==> src/rtl/md_defs.sv <==
// Shared HI/LO multiply-divide encodings: opcodes, read selects and issue FSM states.
// These are the same constants the mult/div unit decodes.
package md_defs;

    localparam logic [2:0] MD_NONE  = 3'b000;
    localparam logic [2:0] MD_MULTU = 3'b001;
    localparam logic [2:0] MD_MULT  = 3'b010;
    localparam logic [2:0] MD_DIVU  = 3'b011;
    localparam logic [2:0] MD_DIV   = 3'b100;
    localparam logic [2:0] MD_MTHI  = 3'b101;
    localparam logic [2:0] MD_MTLO  = 3'b110;

    localparam logic [1:0] MF_HI = 2'b01;
    localparam logic [1:0] MF_LO = 2'b10;

    localparam int CNT_W = 8;

    typedef enum logic {
        ST_IDLE = 1'b0,
        ST_RUN  = 1'b1
    } md_state_e;

    function automatic logic op_is_legal(input logic [2:0] op);
        case (op)
            MD_NONE, MD_MULTU, MD_MULT, MD_DIVU, MD_DIV, MD_MTHI, MD_MTLO: return 1'b1;
            default: return 1'b0;
        endcase
    endfunction

    function automatic logic op_is_start(input logic [2:0] op);
        return (op == MD_MULTU) || (op == MD_MULT) || (op == MD_DIVU) || (op == MD_DIV);
    endfunction

    function automatic logic op_is_div(input logic [2:0] op);
        return (op == MD_DIVU) || (op == MD_DIV);
    endfunction

    // The illegal read code 11 keeps bit 1 set, so it resolves to the LO side.
    function automatic logic mf_sel_lo(input logic [1:0] mf);
        return (mf == MF_LO) || (mf == (MF_HI | MF_LO));
    endfunction

endpackage

==> src/rtl/md_wdog.sv <==
// Latency watchdog for an in-flight mult/div: cycle counter, expected latency and
// a sticky error raised once the counter passes the expected latency plus slack.
module md_wdog
    import md_defs::*;
#(
    parameter int unsigned WDOG_SLK = 2
) (
    input  logic             clk,
    input  logic             reset,
    input  logic             run,
    input  logic             load,
    input  logic [CNT_W-1:0] lat,
    output logic             cnt_zero,
    output logic             md_err
);

    localparam logic [CNT_W:0] SLK_EXT = (CNT_W + 1)'(WDOG_SLK);

    logic [CNT_W-1:0] cnt_q, cnt_d;
    logic [CNT_W-1:0] exp_q, exp_d;
    logic             err_q, err_d;
    logic [CNT_W:0]   limit;

    always_comb begin
        limit = {1'b0, exp_q} + SLK_EXT;
        cnt_d = cnt_q;
        exp_d = exp_q;
        err_d = err_q;
        if (load) begin
            cnt_d = '0;
            exp_d = lat;
        end else if (run && (cnt_q != {CNT_W{1'b1}})) begin
            cnt_d = cnt_q + 1'b1;
        end
        if (run && ({1'b0, cnt_q} > limit)) begin
            err_d = 1'b1;
        end
    end

    always_ff @(posedge clk) begin
        if (reset) begin
            cnt_q <= '0;
            exp_q <= '0;
            err_q <= 1'b0;
        end else begin
            cnt_q <= cnt_d;
            exp_q <= exp_d;
            err_q <= err_d;
        end
    end

    assign cnt_zero = (cnt_q == '0);
    assign md_err   = err_q;

endmodule

==> src/rtl/md_issue_ctrl.sv <==
// E-stage issue/hazard controller for the HI/LO mult/div unit.
// Optional feature: define MD_PERF_CNT_EN to add the perf_stall hazard-stall counter.
module md_issue_ctrl
    import md_defs::*;
#(
    parameter int unsigned MULT_LAT = 5,
    parameter int unsigned DIV_LAT  = 10,
    parameter int unsigned WDOG_SLK = 2
) (
    input  logic        clk,
    input  logic        reset,
    input  logic [2:0]  e_md_op,
    input  logic [1:0]  e_mf,
    input  logic        d_md_use,
    input  logic        md_busy,
    input  logic        int_req,
    output logic        md_start,
    output logic [2:0]  md_op,
    output logic        md_flush,
    output logic        stall_d,
    output logic        hilo_sel,
    output logic        md_err,
`ifdef MD_PERF_CNT_EN
    output logic [31:0] perf_stall,
`endif
    output md_state_e   dbg_state
);

    localparam logic [CNT_W-1:0] MULT_LAT_C = CNT_W'(MULT_LAT);
    localparam logic [CNT_W-1:0] DIV_LAT_C  = CNT_W'(DIV_LAT);

    md_state_e        state_q, state_d;
    logic [CNT_W-1:0] start_lat;
    logic             cnt_zero;
    logic             in_run;

    assign in_run = (state_q == ST_RUN);

    always_comb begin
        md_op     = (int_req || !op_is_legal(e_md_op)) ? MD_NONE : e_md_op;
        md_start  = !int_req && (state_q == ST_IDLE) && op_is_start(md_op);
        stall_d   = d_md_use && (md_start || in_run || md_busy);
        md_flush  = int_req && (in_run || md_busy);
        hilo_sel  = mf_sel_lo(e_mf);
        start_lat = op_is_div(md_op) ? DIV_LAT_C : MULT_LAT_C;
    end

    // md_busy is only meaningful from the second RUN cycle; cnt==0 masks a low busy.
    always_comb begin
        state_d = state_q;
        case (state_q)
            ST_IDLE: if (md_start) state_d = ST_RUN;
            ST_RUN:  if (md_flush || (!md_busy && !cnt_zero)) state_d = ST_IDLE;
            default: state_d = ST_IDLE;
        endcase
    end

    always_ff @(posedge clk) begin
        if (reset) begin
            state_q <= ST_IDLE;
        end else begin
            state_q <= state_d;
        end
    end

    assign dbg_state = state_q;

    md_wdog #(
        .WDOG_SLK (WDOG_SLK)
    ) u_wdog (
        .clk      (clk),
        .reset    (reset),
        .run      (in_run),
        .load     (md_start),
        .lat      (start_lat),
        .cnt_zero (cnt_zero),
        .md_err   (md_err)
    );

`ifdef MD_PERF_CNT_EN
    logic [31:0] perf_q, perf_d;

    always_comb begin
        perf_d = perf_q + {31'd0, stall_d};
    end

    always_ff @(posedge clk) begin
        if (reset) begin
            perf_q <= '0;
        end else begin
            perf_q <= perf_d;
        end
    end

    assign perf_stall = perf_q;
`endif

endmodule
==> config.mk <==
export PLATFORM = sky130hd
export DESIGN_NAME = md_issue_ctrl
export DESIGN_NICKNAME = d
export VERILOG_FILES = /design/src/rtl/md_defs.sv /design/src/rtl/md_wdog.sv /design/src/rtl/md_issue_ctrl.sv
export SDC_FILE = /design/constraint.sdc
export NUM_CORES = 1
export LEC_CHECK = 0
export BUFFER_PORTS_ARGS = -buffer_cell sky130_fd_sc_hd__buf_4
export CORE_MARGIN = 8
export CORE_UTILIZATION = 50
export CTS_CLUSTER_SIZE = 12
export DETAILED_ROUTE_END_ITERATION = 6
export MAX_ROUTING_LAYER = met4
export PLACE_DENSITY_LB_ADDON = 0.25
export SYNTH_ARGS = -nofsm -noshare
export SYNTH_HDL_FRONTEND = slang
export SYNTH_SLANG_ARGS = --single-unit
export TNS_END_PERCENT = 5
==> constraint.sdc <==
create_clock -name clk -period 2.05 [get_ports clk]
set_clock_uncertainty 0.1 [all_clocks]
set_input_delay 0.3075 -clock clk [delete_from_list [all_inputs] [get_ports clk]]
set_output_delay 0.3075 -clock clk [all_outputs]
set_load 0.02 [all_outputs]
==> results of run 1 <==
## metal layers
metal	vias to the layer above	part of all wire [%]
li1	400	-
met1	372	47
met2	13	47
met3	4	4.1
met4	0	1.4
met5	-	0
## stage by stage
step	worst slack [ns]	utilization, %	cells	cell area [um2]	power [uW]
floorplan	0.316	-	100	835	316
CTS	0.150	64.9	134	1000	548
finish	0.162	64.9	134	1000	545
global route	0.0671	64.9	134	1000	572
detailed placement	0.175	62.5	130	963	355
global placement	0.215	62.5	130	963	351
## registers in the layout (all words and copies together), names as in the netlist
register / cells
u_wdog.md_err: 1
dbg_state: 1
u_wdog.cnt_q: 8
u_wdog.exp_q: 2
## cells by family (layout without fill, tap and decap cells)
kind of cell | count (synthesis) | in the layout | synth area share (%)
adders and majority gates | 9 | 9 | 13.5
xor gates and xnor gates | 1 | 1 | 1.05
AOI/OAI and AO/OA | 21 | 21 | 17.2
and+or+nand+nor | 44 | 44 | 30.4
buffers and inverters | 10 | 28 | 5.40
muxes | 3 | 3 | 3.60
DFF | 12 | 12 | 28.8
## critical path, delay by kind of cell (launching register included)
kind / cells / cell delay, ns
AO/OA/AOI/OAI: 3 / 0.50
adder cells (fa/ha/maj): 2 / 0.57
buffers and inverters: 1 / 0.07
flip-flops: 1 / 0.42
AND/OR/NAND/NOR: 1 / 0.15
## final timing paths
path,from,endpoint,slack [ns],cells past startpoint
max,u_wdog.exp_q[2],u_wdog.md_err,0.16,7
min reg2reg,u_wdog.md_err,u_wdog.md_err,0.42,2
min,reset,dbg_state,0.13,2
max reg2reg,u_wdog.exp_q[2],u_wdog.md_err,0.16,7
## synth_stat cells, types with 2 or more instances
library cell | number | share of area, %
dfxtp_1 | 12 | 29
nor2_1 | 11 | 4.9
ha_1 | 9 | 13
inv_1 | 7 | 3.1
nand2_1 | 6 | 2.7
o21ai_0 | 6 | 3.6
and3_1 | 5 | 3.7
a21oi_1 | 4 | 2.4
nand3_1 | 4 | 2.4
mux2i_1 | 3 | 3.6
nor3_1 | 3 | 1.8
a211oi_1 | 2 | 1.8
a21o_1 | 2 | 1.8
a31oi_1 | 2 | 1.5
clkbuf_1 | 2 | 0.90
nand4_1 | 2 | 1.5
## power breakdown
| group | internal [uW] | total (uW) | switching [uW] |
|---|---|---|---|
| clock | 108 | 195 | 86.8 |
| combinational | 48.0 | 106 | 57.5 |
| sequential | 238 | 244 | 5.85 |
## area by class of cell
type	instances	share of cell area, %
Multi-Input combinational cell	78	54.9
Sequential cell	12	24.0
Timing Repair Buffer	17	12.8
Clock buffer	4	3.63
Inverter	7	2.63
Tap cell	16	2.00
==> qor.txt, run 1 <==
synthesized netlist cell count - 100
Lkg Pwr - 0.000444 uW
nets - 138
# rows - 14
Max Transition Viols Final - 0
flip-flop and latch area - 240 um2
Die Y - 56.9 um
count of flip-flops with a built-in enable after synthesis - 0
most common cell after layout, fill and taps aside - buf_4
final hold violations - 0
vias in the first global route - 755
post-DP HPWL - 1450 um
fraction of registers with async set/reset - 0%
Synthesized Nets - 119
gr usage total - 12.8%
run status - complete, no violations
met1 usage - 14.5%
Die Wd - 56.9 um
top_reg_cell synth - dfxtp_1
Sink Count - 12
fmax - 0.530 GHz
DR WL/cell - 14.3 um
vias per cell - 5.89
ANT nets after route - 0
initial antenna violation count - 0
1st-iter DRT viols - 23
first-pass GRT wire length - 3290 um
Final period util - 92.1%
Yosys cell types - 36
crit path time final - 1.89 ns
Placer Congestion - 0.795
Worst path most repeated cell - ha_1
I/O pin count - 19
RSZ-0062 raised after global routing - no
routed via count - 789
Synth Cell Area - 835 um2
Worst setup SP type - flip-flop
critical path's slowest cell - dfxtp_1
Yosys reg bits - 12
root buf cell - clkbuf_4
Seq/Total Area, Yosys - 28.8%
Ant. Diodes - 0
number of clock buffers inserted by TritonCTS - 3
met2 usage - 19.9%
MaxCap Viol Count - 0
pwr/cell area - 545 nW/um2
critical path required time - 2.15 ns
Detailed Route WL - 1920 um
cts hold-fix bufs - 0
largest net degree at the start of global routing - 13
layout cells sized above 1 - 23.7%
Core Footprint - 1540 um2
slowest cell delay on critical path - 0.42 ns
Synth Warn # - 0
post-cts resize count - 0
DRT Pass-1 Iters - 4
global route overflow - 0
DRC viols - 0
Setup crit end kind - flip-flop
Syn Area/Cell - 8.35 um2
Slew headroom - 74.7%
Layout area overhead - 19.8%
Top Usage Layer GRT - met2
CTS tree - yes
Initial Utilization - 54.1%
H-tree depth reported by CTS - 1
Peak VDD IR - 419 uV
Setup CP Type - flip-flop to flip-flop
fill cell total of the finished layout - 135
port bufs - 15
Worst-Skew Late Latency - 0.28 ns
most frequent cells in the layout - buf_4 (17), dfxtp_1 (12), nor2_1 (11)
setup_tns - 0 ns
clk slew on worst S/H paths - 0.08 ns
Final setup viols - 0
CP Max Fanout - 5
multi-input logic area - 549 um2
Hold Crit Class - input pin to flip-flop
Arr. time, crit path - 1.99 ns
# Post-CTS Setup Buffers - 0
Min Hold Slack - 0.127 ns
cells along the critical path - inv_1 > ha_1 > ha_1 > and3_1 > o21ai_0 > a32o_1 > a211oi_1
Worst-Margin Slew - 0.379 ns
die area - 3230 um2
CTS Buffer Depth - 2
met3 Track Usage GR - 4.04%
Power figures use the tool's default switching activity.
==> inputs of run 2 (changes only) <==
--- a/config.mk
+++ b/config.mk
@@ -6,6 +6,7 @@
 export NUM_CORES = 1
 export LEC_CHECK = 0
 export BUFFER_PORTS_ARGS = -buffer_cell sky130_fd_sc_hd__buf_4
+export CAP_MARGIN = 20
 export CORE_MARGIN = 8
 export CORE_UTILIZATION = 50
 export CTS_CLUSTER_SIZE = 12
==> constraint.sdc (replaced) <==
create_clock -name clk -period 2.05 [get_ports clk]
set_clock_uncertainty 0.1 [all_clocks]
set_input_delay 0.205 -clock clk [delete_from_list [all_inputs] [get_ports clk]]
set_output_delay 0.205 -clock clk [all_outputs]
set_load 0.02 [all_outputs]
==> run 2 against run 1 <==
  * Combinational power about the same
  * Worst setup slack improved by 0.00052 ns
  * Register-to-register slack about the same
  * Global-route usage decreased by 0.51 points
  * Maximum frequency about the same
  * Via count decreased by 1.6%
  * Highest routed layer is now met3
==> qor.txt, run 2 (synthesis gave the netlist of run 1 again) <==
nets - 138
routed via count - 776
cell area after layout - 1000 um2
Slew headroom - 70.4%
Max Transition Viols Final - 0
port bufs - 15
root buf cell - clkbuf_4
die area - 3230 um2
Worst path most repeated cell - ha_1
Core Footprint - 1540 um2
initial antenna violation count - 0
Setup crit end kind - flip-flop
clock power share - 35.1%
MaxCap Viol Count - 0
DRC viols - 0
clk slew on worst S/H paths - 0.08 ns
Arr. time, crit path - 1.99 ns
final hold violations - 0
reg2reg start - u_wdog.exp_q[2]
ANT nets after route - 0
Top Family by Delay on Critical Path - adder cells
Worst setup SP type - flip-flop
switch share - 26.8%
cts hold-fix bufs - 0
Hold Crit Class - input pin to flip-flop
first-pass GRT wire length - 3230 um
switching power - 145 uW
post-DP HPWL - 1480 um
DRT Pass-1 Iters - 4
Detailed Route WL - 1900 um
# rows - 14
# Post-CTS Setup Buffers - 0
Die Wd - 56.9 um
layout cells sized above 1 - 23.7%
largest net degree at the start of global routing - 13
fill cell total of the finished layout - 145
Initial Utilization - 54.1%
critical path's slowest cell - dfxtp_1
Sink Count - 12
CP Max Fanout - 5
1st-iter DRT viols - 13
reg2reg path depth - 7
CTS tree - yes
Ant. Diodes - 0
CTS Buffer Depth - 2
H-tree depth reported by CTS - 1
global route overflow - 0
Final setup viols - 0
Setup CP Type - flip-flop to flip-flop
RSZ-0062 raised after global routing - no
Largest regs - u_wdog.cnt_q x8, u_wdog.exp_q x2
Layout area overhead - 19.8%
max reg flops - 8
most common cell after layout, fill and taps aside - buf_4
Final period util - 92.1%
crit path time final - 1.89 ns
Hold Path End - u_wdog.exp_q[1]
DP Area - 963 um2
Placer Congestion - 0.798
Lkg Pwr - 0.000444 uW
r2r setup slk - 0.16 ns
gr usage total - 12.3%
Biggest register - u_wdog.cnt_q
pwr/cell area - 540 nW/um2
vias per cell - 5.79
Reg power frac - 45.3%
cells along the critical path - inv_1 > ha_1 > ha_1 > and3_1 > o21ai_0 > a32o_1 > a211oi_1
post-cts resize count - 0
Die Y - 56.9 um
power share of the combinational group - 19.6%
CP bufs+invs - 1
setup_tns - 0 ns
Reg2Reg Capture Point - u_wdog.md_err
I/O pin count - 19
Peak VDD IR - 568 uV
worst hold path depth - 2
DR WL/cell - 14.1 um
vias in the first global route - 756
Worst-Skew Late Latency - 0.28 ns
critical path required time - 2.15 ns
run status - complete, no violations
number of clock buffers inserted by TritonCTS - 3
most frequent cells in the layout - buf_4 (17), dfxtp_1 (12), nor2_1 (11)
fmax - 0.530 GHz
Internal - 395 uW
slowest cell delay on critical path - 0.40 ns
Worst-Margin Slew - 0.439 ns
hold path startpoint - reset
==> run 2: cell counts in the layout (fill, tap and decap cells not counted) <==
No cell type changed its count.
==> run 2: metrics by stage <==
| stage | total power [uW] | setup WS, ns | std cells | util (%) | hold slack (ns) |
|---|---|---|---|---|---|
| 2_1_floorplan | 316 | 0.316 | 100 | - | 0.174 |
| 3_3_place_gp | 351 | 0.229 | 130 | 62.5 | 0.310 |
| 3_5_place_dp | 355 | 0.182 | 130 | 62.5 | 0.310 |
| 4_1_cts | 547 | 0.155 | 134 | 64.9 | 0.00773 |
| 5_1_grt | 575 | 0.0760 | 134 | 64.9 | 0.00521 |
| 6_report | 539 | 0.163 | 134 | 64.9 | 0.0180 |
==> run 2: layout make-up <==
type                            count  area, um2  share of cell area [%]
Multi-Input combinational cell     78        549                    54.9
Timing Repair Buffer               17        128                    12.8
Tap cell                           16       20.0                    2.00
Clock buffer                        4       36.3                    3.63
Sequential cell                    12        240                    24.0
Inverter                            7       26.3                    2.63
==> run 2: power groups by stage <==
stage               Combinational (uW)  Sequential (uW)  Clock [uW]
finish                             106              244         189
global route                       117              245         213
CTS                                106              244         197
detailed placement                 106              250           0
global placement                   102              249           0
floorplan                         65.3              250           0
==> run 2: routing by layer <==
metal / global-route usage [%] / wire length [um]
met1: 14.4 / 921
met2: 19.6 / 900
met3: 4.94 / 74
met4: 2.35 / 0
met5: - / 0
==> run 2: worst reg2reg max path, cell delays in order (launching register included) <==
cell and delay, ns:
dfxtp_1 0.40, inv_1 0.06, ha_1 0.30, ha_1 0.28
and3_1 0.16, o21ai_0 0.08, a32o_1 0.21, a211oi_1 0.22
==> run 2: how the worst max path moves through the flow <==
stage	from	endpoint	slack, ns	cells after the start
2_1_floorplan	u_wdog.exp_q[2]	u_wdog.md_err	0.32	7
3_3_place_gp	u_wdog.exp_q[2]	u_wdog.md_err	0.23	7
3_5_place_dp	u_wdog.exp_q[2]	u_wdog.md_err	0.18	7
4_1_cts	u_wdog.exp_q[2]	u_wdog.md_err	0.16	7
5_1_grt	u_wdog.exp_q[2]	u_wdog.md_err	0.08	7
6_report	u_wdog.exp_q[2]	u_wdog.md_err	0.16	7
==> inputs of run 3 (changes only) <==
==> constraint.sdc (replaced) <==
create_clock -name clk -period 1.89 [get_ports clk]
set_clock_uncertainty 0.1 [all_clocks]
set_input_delay 0.189 -clock clk [delete_from_list [all_inputs] [get_ports clk]]
set_output_delay 0.189 -clock clk [all_outputs]
set_load 0.02 [all_outputs]
==> run 3 against run 2 <==
  * Critical path depth did not move
  * Worst hold slack improved by 0.12 ns
  * Critical path type unchanged
  * Die area did not move
==> qor.txt, run 3 (synthesis gave the netlist of run 1 again) <==
Hold Crit Class - input pin to flip-flop
Initial Utilization - 54.1%
Largest regs - u_wdog.cnt_q x8, u_wdog.exp_q x2
most frequent cells in the layout - buf_4 (17), nor2_1 (11), dfxtp_1 (10)
CP bufs+invs - 1
reg2reg path depth - 7
routed via count - 789
MaxCap Viol Count - 0
cells along the critical path - inv_1 > ha_1 > ha_1 > and3_1 > o21ai_0 > a32o_1 > a211oi_1
Worst path most repeated cell - ha_1
first-pass GRT wire length - 3290 um
met3 routed WL - 96 um
CP Max Fanout - 5
I/O pin count - 19
Finished Layout Cells - 135
RSZ-0062 raised after global routing - no
Biggest register - u_wdog.cnt_q
nets - 139
critical path depth in cells - 7
slowest cell delay on critical path - 0.37 ns
CTS tree - yes
Placer Congestion - 0.822
Overall Power - 586 uW
Setup crit end kind - flip-flop
global route overflow - 0
vias per cell - 5.84
vias in the first global route - 770
most common cell after layout, fill and taps aside - buf_4
Slew headroom - 71.7%
die area - 3230 um2
largest net degree at the start of global routing - 13
Lkg Pwr - 0.000449 uW
placed cells - 130
1st-iter DRT viols - 21
gr usage total - 12.6%
Sink Count - 12
critical path required time - 1.99 ns
Detailed Route WL - 1890 um
fmax - 0.550 GHz
H-tree depth reported by CTS - 1
Die Y - 56.9 um
Min Hold Slack - 0.140 ns
initial antenna violation count - 0
post-DP HPWL - 1410 um
Top Family by Delay on Critical Path - adder cells
max reg flops - 8
# Post-CTS Setup Buffers - 0
Core Footprint - 1540 um2
clk slew on worst S/H paths - 0.08 ns
Worst-Skew Late Latency - 0.28 ns
root buf cell - clkbuf_4
CTS Buffer Depth - 2
Arr. time, crit path - 1.92 ns
worst hold path depth - 3
Peak VDD IR - 419 uV
Final setup viols - 0
Worst setup SP type - flip-flop
crit path time final - 1.82 ns
port bufs - 15
Final period util - 96.3%
DRC viols - 0
Max Transition Viols Final - 0
number of clock buffers inserted by TritonCTS - 3
ANT nets after route - 0
layout cells sized above 1 - 25.2%
Die Wd - 56.9 um
# rows - 14
DRT Pass-1 Iters - 4
top sig layer - met4
DR WL/cell - 14.0 um
fill cell total of the finished layout - 130
setup_tns - 0 ns
run status - complete, no violations
pwr/cell area - 577 nW/um2
Ant. Diodes - 0
Worst-Margin Slew - 0.419 ns
Setup CP Type - flip-flop to flip-flop
metal1 wirelength - 856 um
fin util - 65.8%
final hold violations - 0
met2 WL post-DR - 935 um
critical path's slowest cell - dfxtp_4
Layout area overhead - 21.6%
## run 3: changes by cell type in the layout (fill, tap and decap cells not counted)
cell,previous run,this run
dlygate4sd3_1,0,1
dfxtp_2,0,1
dfxtp_4,0,1
dfxtp_1,12,10
## run 3: worst paths after layout
kind	start	endpoint	slack (ns)
max	u_wdog.exp_q[2]	u_wdog.md_err	0.07
min	e_md_op[1]	u_wdog.exp_q[1]	0.14
max reg2reg	u_wdog.exp_q[2]	u_wdog.md_err	0.07
min reg2reg	u_wdog.md_err	u_wdog.md_err	0.42
## run 3: final cells by class
| type | instances | area (um2) | share of cell area [%] |
|---|---|---|---|
| clock buffer | 4 | 36.3 | 3.58 |
| sequential | 12 | 245 | 24.2 |
| tap | 16 | 20.0 | 1.97 |
| inverter | 7 | 26.3 | 2.59 |
| multi-input combinational | 78 | 549 | 54.1 |
| timing repair buffer | 18 | 138 | 13.6 |
## run 3: worst reg2reg max path, stage by stage (launching register included)
cell	delay (ns)
dfxtp_4	0.37
inv_1	0.04
ha_1	0.29
ha_1	0.27
and3_1	0.16
o21ai_0	0.09
a32o_1	0.21
a211oi_1	0.21
## run 3: metal layers
metal	global-route usage [%]	vias up
met1	13.7	367
met5	-	-
met4	2.35	0
li1	-	406
met3	4.94	2
met2	21.5	14
## run 3: timing repair
action / CTS / global route
setup endpoints to repair: 0 / 1
gates resized for setup: 0 / 3
hold endpoints to repair: 2 / 0
hold buffers: 1 / 0
## run 3: per-stage QoR
stage,instance area (um2),setup WS [ns]
2_1_floorplan,835,0.156
3_3_place_gp,963,0.0753
3_5_place_dp,963,0.0230
4_1_cts,1010,0.0102
5_1_grt,1010,0.000336
6_report,1010,0.0706
## run 3: where the power goes
part	switching, uW	internal (uW)
sequential	5.88	259
clock	87.9	117
combinational	62.8	53.4
